[src/rtl/game_flow_ctrl_if.sv]
// ----------------------------------------------------------------------------
// game_flow_ctrl_if
// Bundles the game-flow controller's inputs and status outputs.
//   master : the side that drives tick60/start_req/mode_2p/KO/health and
//            observes the flow status (menu logic, bench, etc.)
//   slave  : the game_flow_ctrl itself
// Signals:
//   tick60          one-clock pulse per 60 Hz frame
//   start_req       level confirm request from the menu
//   mode_2p         1 = two-player, 0 = one-player
//   p1_ko, p2_ko    player health reached zero (level)
//   p1_hp, p2_hp    current health, consulted only at round timeout
//   state           MENU=0 COUNTDOWN=1 FIGHT=2 ROUND_END=3 MATCH_END=4
//   fight_enable    high only while in FIGHT
//   countdown_digit 3/2/1 during COUNTDOWN, else 0
//   round_timer     seconds remaining in the round
//   round_num       current round, 1-based
//   p1_wins/p2_wins rounds won
//   round_winner    0 draw/none, 1 P1, 2 P2 (last finished round)
//   match_winner    0 draw/none, 1 P1, 2 P2 (valid in MATCH_END)
//   mode_latched    mode_2p captured at match start
// ----------------------------------------------------------------------------
interface game_flow_ctrl_if;
   logic       tick60;
   logic       start_req;
   logic       mode_2p;
   logic       p1_ko;
   logic       p2_ko;
   logic [6:0] p1_hp;
   logic [6:0] p2_hp;
   logic [2:0] state;
   logic       fight_enable;
   logic [1:0] countdown_digit;
   logic [6:0] round_timer;
   logic [2:0] round_num;
   logic [1:0] p1_wins;
   logic [1:0] p2_wins;
   logic [1:0] round_winner;
   logic [1:0] match_winner;
   logic       mode_latched;

   modport master (
      output tick60, start_req, mode_2p, p1_ko, p2_ko, p1_hp, p2_hp,
      input  state, fight_enable, countdown_digit, round_timer, round_num,
             p1_wins, p2_wins, round_winner, match_winner, mode_latched
   );

   modport slave (
      input  tick60, start_req, mode_2p, p1_ko, p2_ko, p1_hp, p2_hp,
      output state, fight_enable, countdown_digit, round_timer, round_num,
             p1_wins, p2_wins, round_winner, match_winner, mode_latched
   );
endinterface

[src/rtl/game_flow_ctrl.sv]
// ----------------------------------------------------------------------------
// game_flow_ctrl
// Match/round sequencer for a two-fighter game: menu -> 3-2-1 countdown ->
// fight -> round end -> (next round | match end) -> menu.
// Ports:
//   clock    system clock, rising edge
//   reset_n  synchronous active-low reset
//   bus      game_flow_ctrl_if.slave (inputs and status outputs, see there)
// Parameters:
//   COUNT_FRAMES  frames per countdown digit (1..127)
//   ROUND_SECONDS round timer load value (1..99)
//   END_FRAMES    frames held in ROUND_END / minimum hold in MATCH_END
//   WINS_NEEDED   round wins that take the match (1..3)
//   MAX_ROUNDS    round limit (1..7)
// ----------------------------------------------------------------------------
module game_flow_ctrl #(
   parameter int COUNT_FRAMES  = 60,
   parameter int ROUND_SECONDS = 99,
   parameter int END_FRAMES    = 120,
   parameter int WINS_NEEDED   = 2,
   parameter int MAX_ROUNDS    = 5
) (
   input logic             clock,
   input logic             reset_n,
   game_flow_ctrl_if.slave bus
);

   typedef enum logic [2:0] {
      MENU      = 3'd0,
      COUNTDOWN = 3'd1,
      FIGHT     = 3'd2,
      ROUND_END = 3'd3,
      MATCH_END = 3'd4
   } state_t;

   localparam logic [6:0] CNT_LAST   = 7'(COUNT_FRAMES);
   localparam logic [6:0] END_LAST   = 7'(END_FRAMES);
   localparam logic [6:0] TIMER_LOAD = 7'(ROUND_SECONDS);
   localparam logic [1:0] WINS_MAX   = 2'(WINS_NEEDED);
   localparam logic [2:0] ROUND_MAX  = 3'(MAX_ROUNDS);

   state_t     state_q, state_d;
   logic       start_prev_q;
   logic       armed_q;
   logic       start_edge;
   logic [6:0] frame_q, frame_d;
   logic [5:0] sec_q, sec_d;
   logic       hold_done_q, hold_done_d;
   logic       fight_q, fight_d;
   logic [1:0] digit_q, digit_d;
   logic [6:0] timer_q, timer_d;
   logic [2:0] round_q, round_d;
   logic [1:0] p1w_q, p1w_d;
   logic [1:0] p2w_q, p2w_d;
   logic [1:0] rwin_q, rwin_d;
   logic [1:0] mwin_q, mwin_d;
   logic       mode_q, mode_d;

   // Win counters saturate at the match-winning count.
   function automatic logic [1:0] win_inc(input logic [1:0] w);
      return (w >= WINS_MAX) ? w : w + 2'd1;
   endfunction

   // armed_q only sets once start_req has been seen low after reset, so a
   // request held high through reset release never looks like an edge.
   assign start_edge = bus.start_req & ~start_prev_q & armed_q;

   always_comb begin
      state_d     = state_q;
      frame_d     = frame_q;
      sec_d       = sec_q;
      hold_done_d = hold_done_q;
      digit_d     = digit_q;
      timer_d     = timer_q;
      round_d     = round_q;
      p1w_d       = p1w_q;
      p2w_d       = p2w_q;
      rwin_d      = rwin_q;
      mwin_d      = mwin_q;
      mode_d      = mode_q;

      case (state_q)
         MENU: begin
            if (start_edge) begin
               state_d = COUNTDOWN;
               mode_d  = bus.mode_2p;
               p1w_d   = 2'd0;
               p2w_d   = 2'd0;
               rwin_d  = 2'd0;
               mwin_d  = 2'd0;
               round_d = 3'd1;
               digit_d = 2'd3;
               frame_d = 7'd0;
            end
         end

         COUNTDOWN: begin
            if (bus.tick60) begin
               if (frame_q + 7'd1 == CNT_LAST) begin
                  frame_d = 7'd0;
                  if (digit_q == 2'd1) begin
                     state_d = FIGHT;
                     timer_d = TIMER_LOAD;
                     digit_d = 2'd0;
                     sec_d   = 6'd0;
                  end else begin
                     digit_d = digit_q - 2'd1;
                  end
               end else begin
                  frame_d = frame_q + 7'd1;
               end
            end
         end

         FIGHT: begin
            // One game second is always 60 frames.
            if (bus.tick60) begin
               if (sec_q == 6'd59) begin
                  sec_d = 6'd0;
                  if (timer_q != 7'd0) timer_d = timer_q - 7'd1;
               end else begin
                  sec_d = sec_q + 6'd1;
               end
            end
            // KO outranks a timeout seen on the same clock.
            if (bus.p1_ko || bus.p2_ko) begin
               state_d = ROUND_END;
               frame_d = 7'd0;
               if (bus.p1_ko && bus.p2_ko) begin
                  rwin_d = 2'd0;
               end else if (bus.p1_ko) begin
                  rwin_d = 2'd2;
                  p2w_d  = win_inc(p2w_q);
               end else begin
                  rwin_d = 2'd1;
                  p1w_d  = win_inc(p1w_q);
               end
            end else if (timer_q == 7'd0) begin
               state_d = ROUND_END;
               frame_d = 7'd0;
               if (bus.p1_hp > bus.p2_hp) begin
                  rwin_d = 2'd1;
                  p1w_d  = win_inc(p1w_q);
               end else if (bus.p2_hp > bus.p1_hp) begin
                  rwin_d = 2'd2;
                  p2w_d  = win_inc(p2w_q);
               end else begin
                  rwin_d = 2'd0;
               end
            end
         end

         ROUND_END: begin
            if (bus.tick60) begin
               if (frame_q + 7'd1 == END_LAST) begin
                  frame_d = 7'd0;
                  if (p1w_q == WINS_MAX || p2w_q == WINS_MAX || round_q == ROUND_MAX) begin
                     state_d     = MATCH_END;
                     hold_done_d = 1'b0;
                     if (p1w_q > p2w_q)      mwin_d = 2'd1;
                     else if (p2w_q > p1w_q) mwin_d = 2'd2;
                     else                    mwin_d = 2'd0;
                  end else begin
                     state_d = COUNTDOWN;
                     round_d = round_q + 3'd1;
                     digit_d = 2'd3;
                  end
               end else begin
                  frame_d = frame_q + 7'd1;
               end
            end
         end

         MATCH_END: begin
            // Confirm requests are ignored until the results screen has been
            // shown for the full hold time.
            if (!hold_done_q) begin
               if (bus.tick60) begin
                  if (frame_q + 7'd1 == END_LAST) begin
                     hold_done_d = 1'b1;
                     frame_d     = 7'd0;
                  end else begin
                     frame_d = frame_q + 7'd1;
                  end
               end
            end else if (start_edge) begin
               state_d = MENU;
               frame_d = 7'd0;
            end
         end

         default: state_d = MENU;
      endcase

      fight_d = (state_d == FIGHT);
   end

   always_ff @(posedge clock) begin
      if (!reset_n) begin
         state_q      <= MENU;
         start_prev_q <= 1'b0;
         armed_q      <= 1'b0;
         frame_q      <= 7'd0;
         sec_q        <= 6'd0;
         hold_done_q  <= 1'b0;
         fight_q      <= 1'b0;
         digit_q      <= 2'd0;
         timer_q      <= TIMER_LOAD;
         round_q      <= 3'd1;
         p1w_q        <= 2'd0;
         p2w_q        <= 2'd0;
         rwin_q       <= 2'd0;
         mwin_q       <= 2'd0;
         mode_q       <= 1'b0;
      end else begin
         state_q      <= state_d;
         start_prev_q <= bus.start_req;
         armed_q      <= armed_q | ~bus.start_req;
         frame_q      <= frame_d;
         sec_q        <= sec_d;
         hold_done_q  <= hold_done_d;
         fight_q      <= fight_d;
         digit_q      <= digit_d;
         timer_q      <= timer_d;
         round_q      <= round_d;
         p1w_q        <= p1w_d;
         p2w_q        <= p2w_d;
         rwin_q       <= rwin_d;
         mwin_q       <= mwin_d;
         mode_q       <= mode_d;
      end
   end

   assign bus.state           = state_q;
   assign bus.fight_enable    = fight_q;
   assign bus.countdown_digit = digit_q;
   assign bus.round_timer     = timer_q;
   assign bus.round_num       = round_q;
   assign bus.p1_wins         = p1w_q;
   assign bus.p2_wins         = p2w_q;
   assign bus.round_winner    = rwin_q;
   assign bus.match_winner    = mwin_q;
   assign bus.mode_latched    = mode_q;

endmodule

[src/flat_wrapper.sv]
// flat-port wrapper written by rule: the top's interface ports become plain ports
module game_flow_ctrl_flat 
#(
   parameter int COUNT_FRAMES  = 60,
   parameter int ROUND_SECONDS = 99,
   parameter int END_FRAMES    = 120,
   parameter int WINS_NEEDED   = 2,
   parameter int MAX_ROUNDS    = 5
)
  (clock, reset_n, bus_tick60, bus_start_req, bus_mode_2p, bus_p1_ko, bus_p2_ko, bus_p1_hp, bus_p2_hp, bus_state, bus_fight_enable, bus_countdown_digit, bus_round_timer, bus_round_num, bus_p1_wins, bus_p2_wins, bus_round_winner, bus_match_winner, bus_mode_latched);
  game_flow_ctrl_if bus_i ();
  input logic clock;
  input logic reset_n;
  input wire logic [$bits(bus_i.tick60)-1:0] bus_tick60;
  input wire logic [$bits(bus_i.start_req)-1:0] bus_start_req;
  input wire logic [$bits(bus_i.mode_2p)-1:0] bus_mode_2p;
  input wire logic [$bits(bus_i.p1_ko)-1:0] bus_p1_ko;
  input wire logic [$bits(bus_i.p2_ko)-1:0] bus_p2_ko;
  input wire logic [$bits(bus_i.p1_hp)-1:0] bus_p1_hp;
  input wire logic [$bits(bus_i.p2_hp)-1:0] bus_p2_hp;
  output wire logic [$bits(bus_i.state)-1:0] bus_state;
  output wire logic [$bits(bus_i.fight_enable)-1:0] bus_fight_enable;
  output wire logic [$bits(bus_i.countdown_digit)-1:0] bus_countdown_digit;
  output wire logic [$bits(bus_i.round_timer)-1:0] bus_round_timer;
  output wire logic [$bits(bus_i.round_num)-1:0] bus_round_num;
  output wire logic [$bits(bus_i.p1_wins)-1:0] bus_p1_wins;
  output wire logic [$bits(bus_i.p2_wins)-1:0] bus_p2_wins;
  output wire logic [$bits(bus_i.round_winner)-1:0] bus_round_winner;
  output wire logic [$bits(bus_i.match_winner)-1:0] bus_match_winner;
  output wire logic [$bits(bus_i.mode_latched)-1:0] bus_mode_latched;
  assign bus_i.tick60 = bus_tick60;
  assign bus_i.start_req = bus_start_req;
  assign bus_i.mode_2p = bus_mode_2p;
  assign bus_i.p1_ko = bus_p1_ko;
  assign bus_i.p2_ko = bus_p2_ko;
  assign bus_i.p1_hp = bus_p1_hp;
  assign bus_i.p2_hp = bus_p2_hp;
  assign bus_state = bus_i.state;
  assign bus_fight_enable = bus_i.fight_enable;
  assign bus_countdown_digit = bus_i.countdown_digit;
  assign bus_round_timer = bus_i.round_timer;
  assign bus_round_num = bus_i.round_num;
  assign bus_p1_wins = bus_i.p1_wins;
  assign bus_p2_wins = bus_i.p2_wins;
  assign bus_round_winner = bus_i.round_winner;
  assign bus_match_winner = bus_i.match_winner;
  assign bus_mode_latched = bus_i.mode_latched;
  game_flow_ctrl #(.COUNT_FRAMES(COUNT_FRAMES), .ROUND_SECONDS(ROUND_SECONDS), .END_FRAMES(END_FRAMES), .WINS_NEEDED(WINS_NEEDED), .MAX_ROUNDS(MAX_ROUNDS)) u_core (.clock(clock), .reset_n(reset_n), .bus(bus_i));
endmodule
[config.mk]
export PLATFORM = sky130hd
export DESIGN_NAME = game_flow_ctrl_flat
export DESIGN_NICKNAME = d
export VERILOG_FILES = /design/src/rtl/game_flow_ctrl_if.sv /design/src/rtl/game_flow_ctrl.sv /design/src/flat_wrapper.sv
export SDC_FILE = /design/constraint.sdc
export NUM_CORES = 1
export LEC_CHECK = 0
export ABC_AREA = 1
export CAP_MARGIN = 20
export CORE_MARGIN = 5
export CORE_UTILIZATION = 35
export DETAILED_ROUTE_END_ITERATION = 7
export PLACE_DENSITY = 0.63
export SETUP_SLACK_MARGIN = 0.3
export SKIP_CTS_REPAIR_TIMING = 1
export SYNTH_ARGS = -nofsm -noshare
export SYNTH_HDL_FRONTEND = slang
export SYNTH_SLANG_ARGS = --single-unit
[constraint.sdc]
create_clock -name clock -period 3.7 [get_ports clock]
set_input_delay 0.555 -clock clock [delete_from_list [all_inputs] [get_ports clock]]
set_output_delay 0.555 -clock clock [all_outputs]
set_load 0.05 [all_outputs]
## Word-level counts from Yosys, hierarchy flattened

Index checks and enable logic that the tools add are counted.

- Add/subtract/negate cells: 7
- $lt $le $gt $ge: 6
- Equal/unequal tests: 30
- Muxes and demuxes: 83
- Bitwise gates (word level): 5
- Reductions and logical operators: 24

Operators with widths:

| cell | count |
|---|---|
| 2-to-1 mux 7 bit | 14 |
| 2-to-1 mux 2 bit | 32 |
| 2-to-1 mux 3 bit | 15 |
| one-hot mux 7 bit (5 select lines) | 1 |
| 2-to-1 mux 6 bit | 5 |
| AND reduction 7 bit | 3 |
| one-hot mux 2 bit (2 select lines) | 4 |
| one-hot mux 3 bit (5 select lines) | 1 |
| AND reduction 5 bit | 3 |
| > comparator 7 bit | 2 |
| inequality test 2 x 1 -> 1 bit, second input constant | 7 |
| one-hot mux 7 bit (2 select lines) | 1 |
| one-hot mux 6 bit (2 select lines) | 1 |
| == test 3 x 2 -> 1 bit, second input constant | 3 |
| inequality test 3 x 1 -> 1 bit, second input constant | 3 |
| inequality test 3 bit, second input constant | 3 |
| inequality test 2 bit, second input constant | 4 |
| nonzero test 2 bit | 4 |
| adder 7 x 1 -> 7 bit, second input constant | 1 |
| == test 7 x 6 -> 1 bit, second input constant | 1 |
| == test 7 bit, second input constant | 1 |
| logical NOT 7 bit | 1 |
| nonzero test 7 bit | 1 |
| subtractor 7 x 1 -> 7 bit, second input constant | 1 |
| 28 further kinds | 43 |

- Bits in registers: 41
- Output and inout bits: 25

## Logic depth before layout (Yosys ltp)

- Depth after elaboration: 8
- Gate-level depth with buffers: 14
- Gate-level depth less buffers: 14

## Worst setup path before layout

OpenSTA, ideal clock, no wires.

- Kind: register to register
- From: reg u_core.timer_q[0], in the netlist u_core.bus.round_timer[0]
- To: reg u_core.timer_q[4], in the netlist u_core.bus.round_timer[4]
- Setup time: 0.116 ns
- Data arrival time: 1.917 ns
- Data required time: 3.584 ns
- Slack: 1.667 ns
- Cell stages (with the launch flop): 11
- Cell sequence: dfxtp_1 -> inv_1 -> ha_1 -> nand4_1 -> nor2_1 -> o21ai_0 -> inv_1 -> nor2_8 -> nand2_1 -> o21ai_0 -> nor2_1

- Word-level cells in the longest chain between the ends: 5
- Elaborated cells on any way between the ends: 8
- Those cells by class: 1 x add/sub; 1 x eq/ne; 4 x mux; 2 x reduce/logical

Ends and longest elaborated chain:

| item | line | text |
|---|---|---|
| from (decl) | game_flow_ctrl.sv:51 | `logic [6:0] timer_q, timer_d;` |
| from (signal assigned) | game_flow_ctrl.sv:224 | `timer_q <= timer_d;` |
| subtractor 7 x 1 -> 7 bit | game_flow_ctrl.sv:120 | `if (timer_q != 7'd0) timer_d = timer_q - 7'd1;` |
| 2-to-1 mux 7 bit | game_flow_ctrl.sv:120 |  |
| 2-to-1 mux 7 bit | game_flow_ctrl.sv:118 | `if (sec_q == 6'd59) begin` |
| 2-to-1 mux 7 bit | game_flow_ctrl.sv:117 | `if (bus.tick60) begin` |
| one-hot mux 7 bit (2 select lines) | game_flow_ctrl.sv:82 | `case (state_q)` |

Several ways; a longest one is shown, not always the timed one. The select of a mux whose other input is x is not followed.
A chain may end at the register's enable or synchronous reset.

## Final worst setup path

- From: in bus_tick60
- To: reg u_core.sec_q[5]

- Word-level cells in the longest chain between the ends: 2
- Elaborated cells on any way between the ends: 3
- Those cells by class: 2 x eq/ne; 1 x reduce/logical

Ends and longest elaborated chain:

| item | line | text |
|---|---|---|
| from (decl) | flat_wrapper.sv:14 | `input wire logic [$bits(bus_i.tick60)-1:0] bus_tick60;` |
| inequality test 2 bit (no source line) | n/a |  |
| AND reduction 5 bit (no source line) * | n/a |  |
| to (signal assigned) | game_flow_ctrl.sv:204 | `sec_q <= 6'd0;` |
| to (signal assigned) | game_flow_ctrl.sv:220 | `sec_q <= sec_d;` |
| to (decl) | game_flow_ctrl.sv:47 | `logic [5:0] sec_q, sec_d;` |

Every way passes the cells marked *; elsewhere a longest branch is shown, timed or not.

==> impl_metrics.tcl <==
set metrics [dict create \
    firstDrtPassIters 6 \
    via_count 2922 \
    place.gp.congestion 0.886 \
    avgRoutedWirePerCell_um 12.2 \
    io_pins 46 \
    slowest_delay_ps 650 \
    antenna_found_initial 0 \
    htreeDepth 2 \
    worst_path_dominant_cell_family "buffers and inverters" \
    nets 538 \
    cts_tree "yes" \
    syn_nets 492 \
    rows 33 \
    tightest_slew_ps 555 \
    timing.final.crit_share_pct 62.1 \
    final_area_sq_um 3610 \
    grt_usage_pct 14.7 \
    path_clk_slew_ps 80 \
    placed_cells 598 \
    grt_pass1_wl_um 12300 \
    routed_via_density 4.82 \
    synth_area_sq_um 2930 \
    drt_iter0_markers 148 \
    drt_wl_total_um 7410 \
    critical_path.cell_chain "clkdlybuf4s50_1 > inv_1 > a211oi_4 > nand2_8 > o21ai_2 > inv_2 > o21ai_2 > nor2_1" \
    path_class "in -> reg" \
    path_common_cell "o21ai_2" \
    core_area_sq_um 8180 \
    drcViolationCount 0 \
    clock.fmax_ghz 0.435 \
    cap_violations 0 \
    syn_inst 454 \
    slowest_stage "clkdlybuf4s50_1" \
    fin_tns_setup_ps 0 \
    ys_ff_latch 41 \
    multi_input_area_sq_um 1770 \
    root_buffer "clkbuf_8" \
    first_global_vias 2701 \
    startpoint_type "primary input" \
    ys_seq_area_share_pct 28.0 \
    crit_required_ps 3880 \
    synth_cell_type_count 35 \
    hp-start "u_core.bus.match_winner[1]" \
    timing.final.crit_period_ps 2300 \
    p_leak_nw 1.59 \
    fin_skew_ps 11.6 \
    peakVddDrop_uv 250 \
    r2r_start "u_core.frame_q[0]" \
    cp-startpoint "bus_tick60" \
    grt_max_degree 17 \
    setup-violations-final 0 \
    grt-ovfl-total 0 \
    slew_headroom_pct 62.9 \
    finalHoldViolCount 0 \
    final_cells 606 \
    die-area_sq_um 10300 \
    dpl_cell_area_sq_um 3470 \
    portBuffers 45 \
    synth_edf_count 0 \
    cts_buffers 5 \
    async_flop_share_pct 0 \
    drtAntennaViolNets 0 \
    numClockSinks 41 \
    clk-insertion-delay-late_ps 300 \
    path_buf_inv 3 \
    post_route_cells_drive_above_1_share_pct 7.58 \
    endpoint_kind "flop" \
    seq_area_sq_um 821 \
    syn_avg_cell_area_sq_um 6.45 \
    arrival_ps 2480 \
    hold_class "reg -> reg" \
    area_delta_synth_final_pct 23.1 \
    die_w_um 102 \
    fillers 861 \
    synth_warnings 0 \
    status "finished, final reports clean" \
    ys.flop_type "dfxtp_1" \
    dpl.hpwl_um 5800 \
    powerDensity_nw_per_um2 664 \
    rsz0062_at_grt "no" \
    fp.dieH_um 102 \
    timing.hold.ws_ps 472 \
    cts.path.max_buffers 2 \
    maxSlewViolCount 0 \
    n_antenna_cell 0 \
    floorplan.initialDensity_pct 35.8 \
    crit_fanout 12 \
]
path summary, 6_finish.rpt:
| path | to | slack, ps | cells after the start |
|---|---|---|---|
| worst min-delay path | u_core.bus.match_winner[1] | 470 | 2 |
| worst max register to register | u_core.bus.countdown_digit[1] | 1600 | 12 |
| worst max-delay path | u_core.sec_q[5] | 1400 | 8 |
| worst min register to register | u_core.bus.match_winner[1] | 470 | 2 |
per-layer routing:
layer	track usage [%]	share of wire, %	up-vias
li1	-	-	1546
met1	19.3	47	1299
met2	24.0	47	71
met3	2.96	4.9	6
met4	4.70	1.1	0
met5	0	0	-
tightest hold or removal path, delay by kind of cell, from the launching register on:
kind | cells | cell delay (ps)
flip-flops | 1 | 320
AO/OA/AOI/OAI | 1 | 60
AND/OR/NAND/NOR | 1 | 60
cell usage after synthesis (2+ instances only):
master | count | share of area (%)
buf_2 | 2 | 0.34
xor2_1 | 5 | 1.5
nand3b_1 | 2 | 0.51
o21ai_0 | 16 | 2.7
inv_2 | 4 | 0.51
dfxtp_1 | 41 | 28
nand3_1 | 30 | 5.1
nand4_1 | 8 | 1.7
inv_1 | 73 | 9.4
nand2_1 | 107 | 14
nor3_1 | 8 | 1.4
o211ai_1 | 4 | 1.0
a21oi_1 | 34 | 5.8
ha_1 | 17 | 7.3
nor2_1 | 61 | 7.8
nor2_2 | 5 | 1.1
o21ai_2 | 2 | 0.60
buf_6 | 3 | 1.2
clkbuf_1 | 2 | 0.26
nand2_2 | 7 | 1.5
nand3_4 | 2 | 1.2
a31oi_1 | 5 | 1.1
xnor2_1 | 2 | 0.60
nand3_2 | 3 | 1.0
final cells by class:
| class | instances | area share [%] |
|---|---|---|
| Sequential cell | 41 | 22.8 |
| Inverter | 77 | 8.02 |
| Multi-Input combinational cell | 329 | 49.1 |
| Timing Repair Buffer | 46 | 12.7 |
| Clock buffer | 5 | 1.91 |
| Clock inverter | 3 | 1.91 |
| Tap cell | 105 | 3.64 |
report_power, final:
group / internal, W / switching (W)
Combinational: 0.000434 / 0.000898
Clock: 0.000272 / 0.000168
Sequential: 0.000536 / 0.0000866
Total: 0.00124 / 0.00115
state kept, by name, indices dropped and copies added (netlist names):
name / cells
u_core.bus.match_winner: 2
u_core.sec_q: 6
u_core.bus.p1_wins: 2
u_core.hold_done_q: 1
u_core.frame_q: 7
u_core.bus.round_timer: 7
u_core.start_prev_q: 1
u_core.bus.round_num: 3
u_core.bus.state: 3
u_core.bus.mode_latched: 1
u_core.bus.fight_enable: 1
u_core.bus.round_winner: 2
u_core.armed_q: 1
u_core.bus.p2_wins: 2
u_core.bus.countdown_digit: 2
kinds of logic (layout without fill, tap and decap cells):
| kind of cell | after synthesis | in the layout | share of synthesized area, % |
|---|---|---|---|
| AOI/OAI and AO/OA | 68 | 68 | 13.7 |
| xor gates and xnor gates | 7 | 7 | 2.09 |
| adders and majority gates | 17 | 17 | 7.26 |
| buffers and inverters | 84 | 131 | 11.6 |
| DFF | 41 | 41 | 28.0 |
| and+or+nand+nor | 237 | 237 | 37.3 |
layout by cell type (no fill, tap or decap), drive strengths merged:
master,instances
o21ai,19
o21a,1
nand2,116
clkdlybuf4s50,45
nand3b,2
bufinv,2
a211oi,2
nand4,8
nor2,67
a31oi,5
ha,17
o2111ai,1
clkbuf,5
buf,1
a22oi,1
inv,78
o211ai,4
xor2,5
dfxtp,41
a21oi,35
xnor2,2
nand3,35
nor3,9
metrics by stage:
stage | utilization [%] | setup WS, ps | total power, W
finish | 44.1 | 1400 | 0.00239
global route | 44.1 | 1190 | 0.00258
CTS | 44.1 | 1400 | 0.00241
detailed placement | 42.4 | 1090 | 0.00195
global placement | 42.4 | 1160 | 0.00194
floorplan | - | 1670 | 0.00164
Power figures use the tool's default switching activity.
